===== src/rtl/axis_pkg.sv =====
// axis_pkg: shared stream types and byte-lane helpers (popcount, MSB-aligned keep, packer state)
package axis_pkg;
  localparam int MAX_W = 64;
  typedef enum logic {RUN, FLUSH} state_t;
  function automatic int popcount(input logic [MAX_W-1:0] keep);
    popcount = 0;
    for (int i = 0; i < MAX_W; i++) popcount += int'(keep[i]);
  endfunction
  function automatic logic [MAX_W-1:0] msb_keep(input int cnt, input int w);
    msb_keep = '0;
    for (int i = 0; i < MAX_W; i++) if (i < w && i >= w - cnt) msb_keep[i] = 1'b1;
  endfunction
endpackage


===== src/rtl/axis_byte_compactor.sv =====
// axis_byte_compactor: packs keep-enabled bytes of data (MSB lane first) into aligned, left-justified, with their count
module axis_byte_compactor import axis_pkg::*; #(
  parameter int W = 4,
  parameter int CNT_WD = $clog2(W) + 1
) (
  input  logic [8*W-1:0]    data,
  input  logic [W-1:0]      keep,
  output logic [8*W-1:0]    aligned,
  output logic [CNT_WD-1:0] count
);
  assign count = CNT_WD'(popcount(MAX_W'(keep)));
  always_comb begin
    int n;
    aligned = '0;
    n = 0;
    for (int i = W - 1; i >= 0; i--) begin
      if (keep[i]) begin
        aligned[8*(W-1-n) +: 8] = data[8*i +: 8];
        n++;
      end
    end
  end
endmodule


===== src/rtl/axi_stream_keep_packer.sv =====
// axi_stream_keep_packer: removes null bytes (clk, rst_n; valid/data/keep/last/ready in and out) so every beat is full except an MSB-aligned last
module axi_stream_keep_packer import axis_pkg::*; #(
  parameter int DATA_WD = 32,
  parameter int DATA_BYTE_WD = DATA_WD / 8,
  parameter int CNT_WD = $clog2(DATA_BYTE_WD) + 1
) (
  input  logic                    clk,
  input  logic                    rst_n,
  input  logic                    valid_in,
  input  logic [DATA_WD-1:0]      data_in,
  input  logic [DATA_BYTE_WD-1:0] keep_in,
  input  logic                    last_in,
  output logic                    ready_in,
  output logic                    valid_out,
  output logic [DATA_WD-1:0]      data_out,
  output logic [DATA_BYTE_WD-1:0] keep_out,
  output logic                    last_out,
  input  logic                    ready_out
);
  localparam logic [CNT_WD-1:0] WC = CNT_WD'(DATA_BYTE_WD);
  logic [DATA_WD-1:0] cdata, res;
  logic [CNT_WD-1:0] ccnt, rcnt, total;
  logic [2*DATA_WD-1:0] cat;
  logic [MAX_W-1:0] keep_total, keep_res;
  logic out_free, accept;
  state_t state;
  axis_byte_compactor #(.W(DATA_BYTE_WD), .CNT_WD(CNT_WD)) u_compactor (
    .data(data_in),
    .keep(keep_in),
    .aligned(cdata),
    .count(ccnt)
  );
  assign out_free = !valid_out || ready_out;
  assign ready_in = rst_n && state == RUN && out_free;
  assign accept = valid_in && ready_in;
  assign total = rcnt + ccnt;
  assign cat = {res, {DATA_WD{1'b0}}} | ({cdata, {DATA_WD{1'b0}}} >> {rcnt, 3'b000});
  assign keep_total = msb_keep(int'(total), DATA_BYTE_WD);
  assign keep_res = msb_keep(int'(rcnt), DATA_BYTE_WD);
  always_ff @(posedge clk) begin
    if (!rst_n) begin
      state <= RUN;
      rcnt <= '0;
      res <= '0;
      valid_out <= 1'b0;
      data_out <= '0;
      keep_out <= '0;
      last_out <= 1'b0;
    end else if (state == FLUSH) begin
      if (out_free) begin
        valid_out <= 1'b1;
        data_out <= res;
        keep_out <= keep_res[DATA_BYTE_WD-1:0];
        last_out <= 1'b1;
        rcnt <= '0;
        res <= '0;
        state <= RUN;
      end
    end else if (accept) begin
      if (last_in && total <= WC) begin
        valid_out <= 1'b1;
        data_out <= cat[2*DATA_WD-1:DATA_WD];
        keep_out <= keep_total[DATA_BYTE_WD-1:0];
        last_out <= 1'b1;
        rcnt <= '0;
        res <= '0;
      end else if (total >= WC) begin
        valid_out <= 1'b1;
        data_out <= cat[2*DATA_WD-1:DATA_WD];
        keep_out <= '1;
        last_out <= 1'b0;
        rcnt <= total - WC;
        res <= cat[DATA_WD-1:0];
        state <= last_in ? FLUSH : RUN;
      end else begin
        valid_out <= 1'b0;
        rcnt <= total;
        res <= cat[2*DATA_WD-1:DATA_WD];
      end
    end else if (out_free) begin
      valid_out <= 1'b0;
    end
  end
endmodule


===== config.mk =====
export PLATFORM = sky130hd
export DESIGN_NAME = axi_stream_keep_packer
export DESIGN_NICKNAME = d
export VERILOG_FILES = /design/src/rtl/axis_pkg.sv /design/src/rtl/axis_byte_compactor.sv /design/src/rtl/axi_stream_keep_packer.sv
export SDC_FILE = /design/constraint.sdc
export NUM_CORES = 1
export LEC_CHECK = 0
export CORE_UTILIZATION = 42
export CTS_CLUSTER_SIZE = 14
export DETAILED_ROUTE_END_ITERATION = 10
export PLACE_DENSITY = 0.62
export SYNTH_ARGS = -nofsm -noshare
export SYNTH_HDL_FRONTEND = slang
export SYNTH_SLANG_ARGS = --single-unit

===== constraint.sdc =====
create_clock -name clk -period 10.7 [get_ports clk]
set_clock_uncertainty 0.1 [all_clocks]
set_input_delay 1.07 -clock clk [delete_from_list [all_inputs] [get_ports clk]]
set_output_delay 1.07 -clock clk [all_outputs]
set_load 0.02 [all_outputs]

==> impl_metrics.toml <==
[detailed_routing]
routedLengthMet1_um = 8320
dr_wl_met2_um = 8920
wl_per_cell_um = 20.4
dr.pass1.iters = 6
routed_via_density = 6.23
route.vias.total = 5823
dr.first_iter.drc_count = 471
drc_errors = 0
wl_met3_um = 1180
highest_layer = "met4"
route.antenna.remaining_nets = 0
drt-total-wl_um = 19100

[critical_path]
worstPathRequired_ns = 10.86
path_class = "input pin to register"
cp-end-kind = "register"
worstPathArrival_ns = 7.00
slowest_delay_ns = 0.97
rrSetupSlack_ns = 4.74
path_cells = "clkdlybuf4s50_1 -> inv_1 -> fa_1 -> inv_1 -> ha_1 -> fa_1 -> xor2_1 -> xnor2_1 -> buf_4 -> inv_1 -> ha_1 -> nor2b_1 -> nor2_1 -> nand3_1 -> o21ai_0 -> o21ai_0 -> o21ai_0"
critPathSlowestCell = "o21ai_0"
crit_buf_inv = 5
worstSetupStartpointType = "input pin"
cpLargestDelayFamily = "buffers and inverters"
cp_max_fo = 15

[timing]
hold_viol_final = 0
fmax_mhz = 146
min_period_ns = 6.84
rsz0062_at_grt = "false"
worstMarginPinSlew_ns = 1.06
setup_tns_ns = 0
layout_setup_ws_ns = 3.86
relSlewSlack_pct = 29.3
post-route-period-util_pct = 63.9
slew_viol_final = 0
setup_viol = 0

[die]
initial_core_util_pct = 43.0
ios = 80
die_area_um2 = 14000
core.rowCount = 42
die_w_um = 118
core_um2 = 13200
fp.dieH_um = 118

[clock_tree]
cts_tree = "built"
cts_buffers = 9
path_clk_slew_ns = 0.06
cts_buffer_depth = 2
cts_resized = 0
postCtsSetupBuffers = 0
clock-sinks = 74
ctsHoldBuffers = 0
htreeDepth = 3
clock-root-buffer = "clkbuf_16"
worstSkewPairLatency_ns = 0.34

[power]
swShare_pct = 34.2
intPower_uw = 558
switching_power_uw = 290
power.density_nw_per_um2 = 125
vdd_drop_max_uv = 75.4
comb_power_share_pct = 32.3
power.share.clock_pct = 32.1
pwr-share-seq_pct = 35.6
power_leakage_nw = 2.67

[global_route]
grt_pass1_vias = 5677
antenna_found_initial = 0
overflow = 0
grt_pass1_wl_um = 30400
grt_usage_pct = 27.8
grt_max_degree = 66

[status]
outcome = "completed"

[yosys]
syn_area_per_cell_um2 = 8.05
synth.net_count = 764
synth_area_um2 = 5680
yosysSeqAreaShare_pct = 26.1
synth_cell_types = 69
synth.area.top_cells = "dfxtp_1 (26%), mux2i_1 (6.9%), a21oi_1 (5.5%)"
synth_compound_area_share_pct = 30.7
netlist.area_leader.share_pct = 26.1
synth-edff-count = 0
yosys.area_share.simple_pct = 18.4
yosys.area_share.adder_pct = 4.36
synth_cells = 705
yosys_warnings = 0
synth-seq-cells = 74
synth_flop_cell = "dfxtp_1"
synth_top_family_by_area = "compound AO/OA/AOI/OAI gates"
async_flop_share_pct = 0
synth_most_common_cell = "dfxtp_1"
synth_top_area_cell = "dfxtp_1"
synth_mux_area_share_pct = 14.3
synthXorXnorAreaFrac_pct = 1.04
synthTopCellsByCount = "dfxtp_1 (74), nand2_1 (72), a21oi_1 (62)"

[final_layout]
area_delta_synth_final_pct = 20.0
final_nets = 813
layout-drive-gt1-share_pct = 8.18
fill_cells = 1266
fin_util_pct = 51.7
n_antenna_cell = 0

[placed_design]
dp_slack_ns = 3.71
dp_hpwl_um = 14000
port_buffers = 79
gp_congestion = 0.952

[run]
drv_cap = 0

[min_path]
hp-class = "register to register"
## worst register-to-register path: cells and delay by family, from the launching register on
family	cells	cell delay (ns)
adders and majority gates	4	1.33
DFF	1	0.30
buffers and inverters	5	1.02
AOI/OAI and AO/OA	3	1.32
and+or+nand+nor	3	1.11
xor gates and xnor gates	2	0.73
## layout make-up
type	instances	area (µm²)	share of cell area [%]
flip-flops and latches	74	1480	21.7
clock buffers	11	233	3.42
inverters	20	75.1	1.10
well taps	176	220	3.23
multi-input cells	560	3920	57.6
repair buffers	89	861	12.6
clock inverters	4	20.0	0.294
## routing by layer
| layer | vias to the layer above | track usage [%] |
|---|---|---|
| met5 | - | 0 |
| li1 | 2736 | - |
| met2 | 237 | 45.2 |
| met1 | 2805 | 36.0 |
| met3 | 45 | 4.54 |
| met4 | 0 | 12.5 |
## path summary, 6_finish.rpt
check | from | to | depth (start not counted)
max | keep_in[2] | res[25] | 17
max reg2reg | rcnt[0] | res[25] | 17
min | res[4] | res[4] | 2
min reg2reg | res[4] | res[4] | 2
## logic make-up (layout without fill, tap and decap cells)
kind of cell / after synthesis / in the layout
buffers and inverters: 71 / 124
adders and majority gates: 18 / 18
and+or+nand+nor: 213 / 213
DFF: 74 / 74
AOI/OAI and AO/OA: 257 / 257
muxes: 67 / 67
xor gates and xnor gates: 5 / 5
## registers in the layout, summed over array words and instances (netlist names)
register   cells
keep_out       4
data_out      32
res           32
valid_out      1
state          1
rcnt           3
last_out       1
## per-stage QoR
stage | power (mW) | hold slack, ns | cell area, µm² | std cells
6_report | 0.848 | 0.354 | 6810 | 934
5_1_grt | 0.888 | 0.376 | 6810 | 934
4_1_cts | 0.850 | 0.354 | 6810 | 934
3_5_place_dp | 0.578 | 0.346 | 6560 | 919
3_3_place_gp | 0.575 | 0.343 | 6560 | 919
2_1_floorplan | 0.479 | 0.334 | 5680 | 705
## cell usage in the layout, fill, tap and decap left out, types with 8 or more instances in the layout
cell type	instances
inv_1	18
clkbuf_16	9
o31a_1	10
a211oi_1	8
dfxtp_1	74
ha_1	15
and3_1	9
nand2b_1	10
o21ai_0	51
mux4_2	8
mux2_2	13
nor3_1	14
nor2_1	48
o221ai_1	9
nand2_1	72
nand3_1	19
buf_4	10
and2_1	9
mux2i_1	39
a21oi_1	61
a22oi_1	11
o211a_1	8
a22o_1	12
o211ai_1	14
nor2b_1	9
clkdlybuf4s50_1	78
a21o_1	8
## power by group through the flow
stage	clock (mW)	sequential (mW)	combinational (mW)
after floorplan	0	0.321	0.158
after global placement	0	0.307	0.267
after detailed placement	0	0.308	0.270
after CTS	0.277	0.302	0.271
after global routing	0.286	0.304	0.298
final	0.273	0.302	0.274
(Power assumes the default switching activity.)
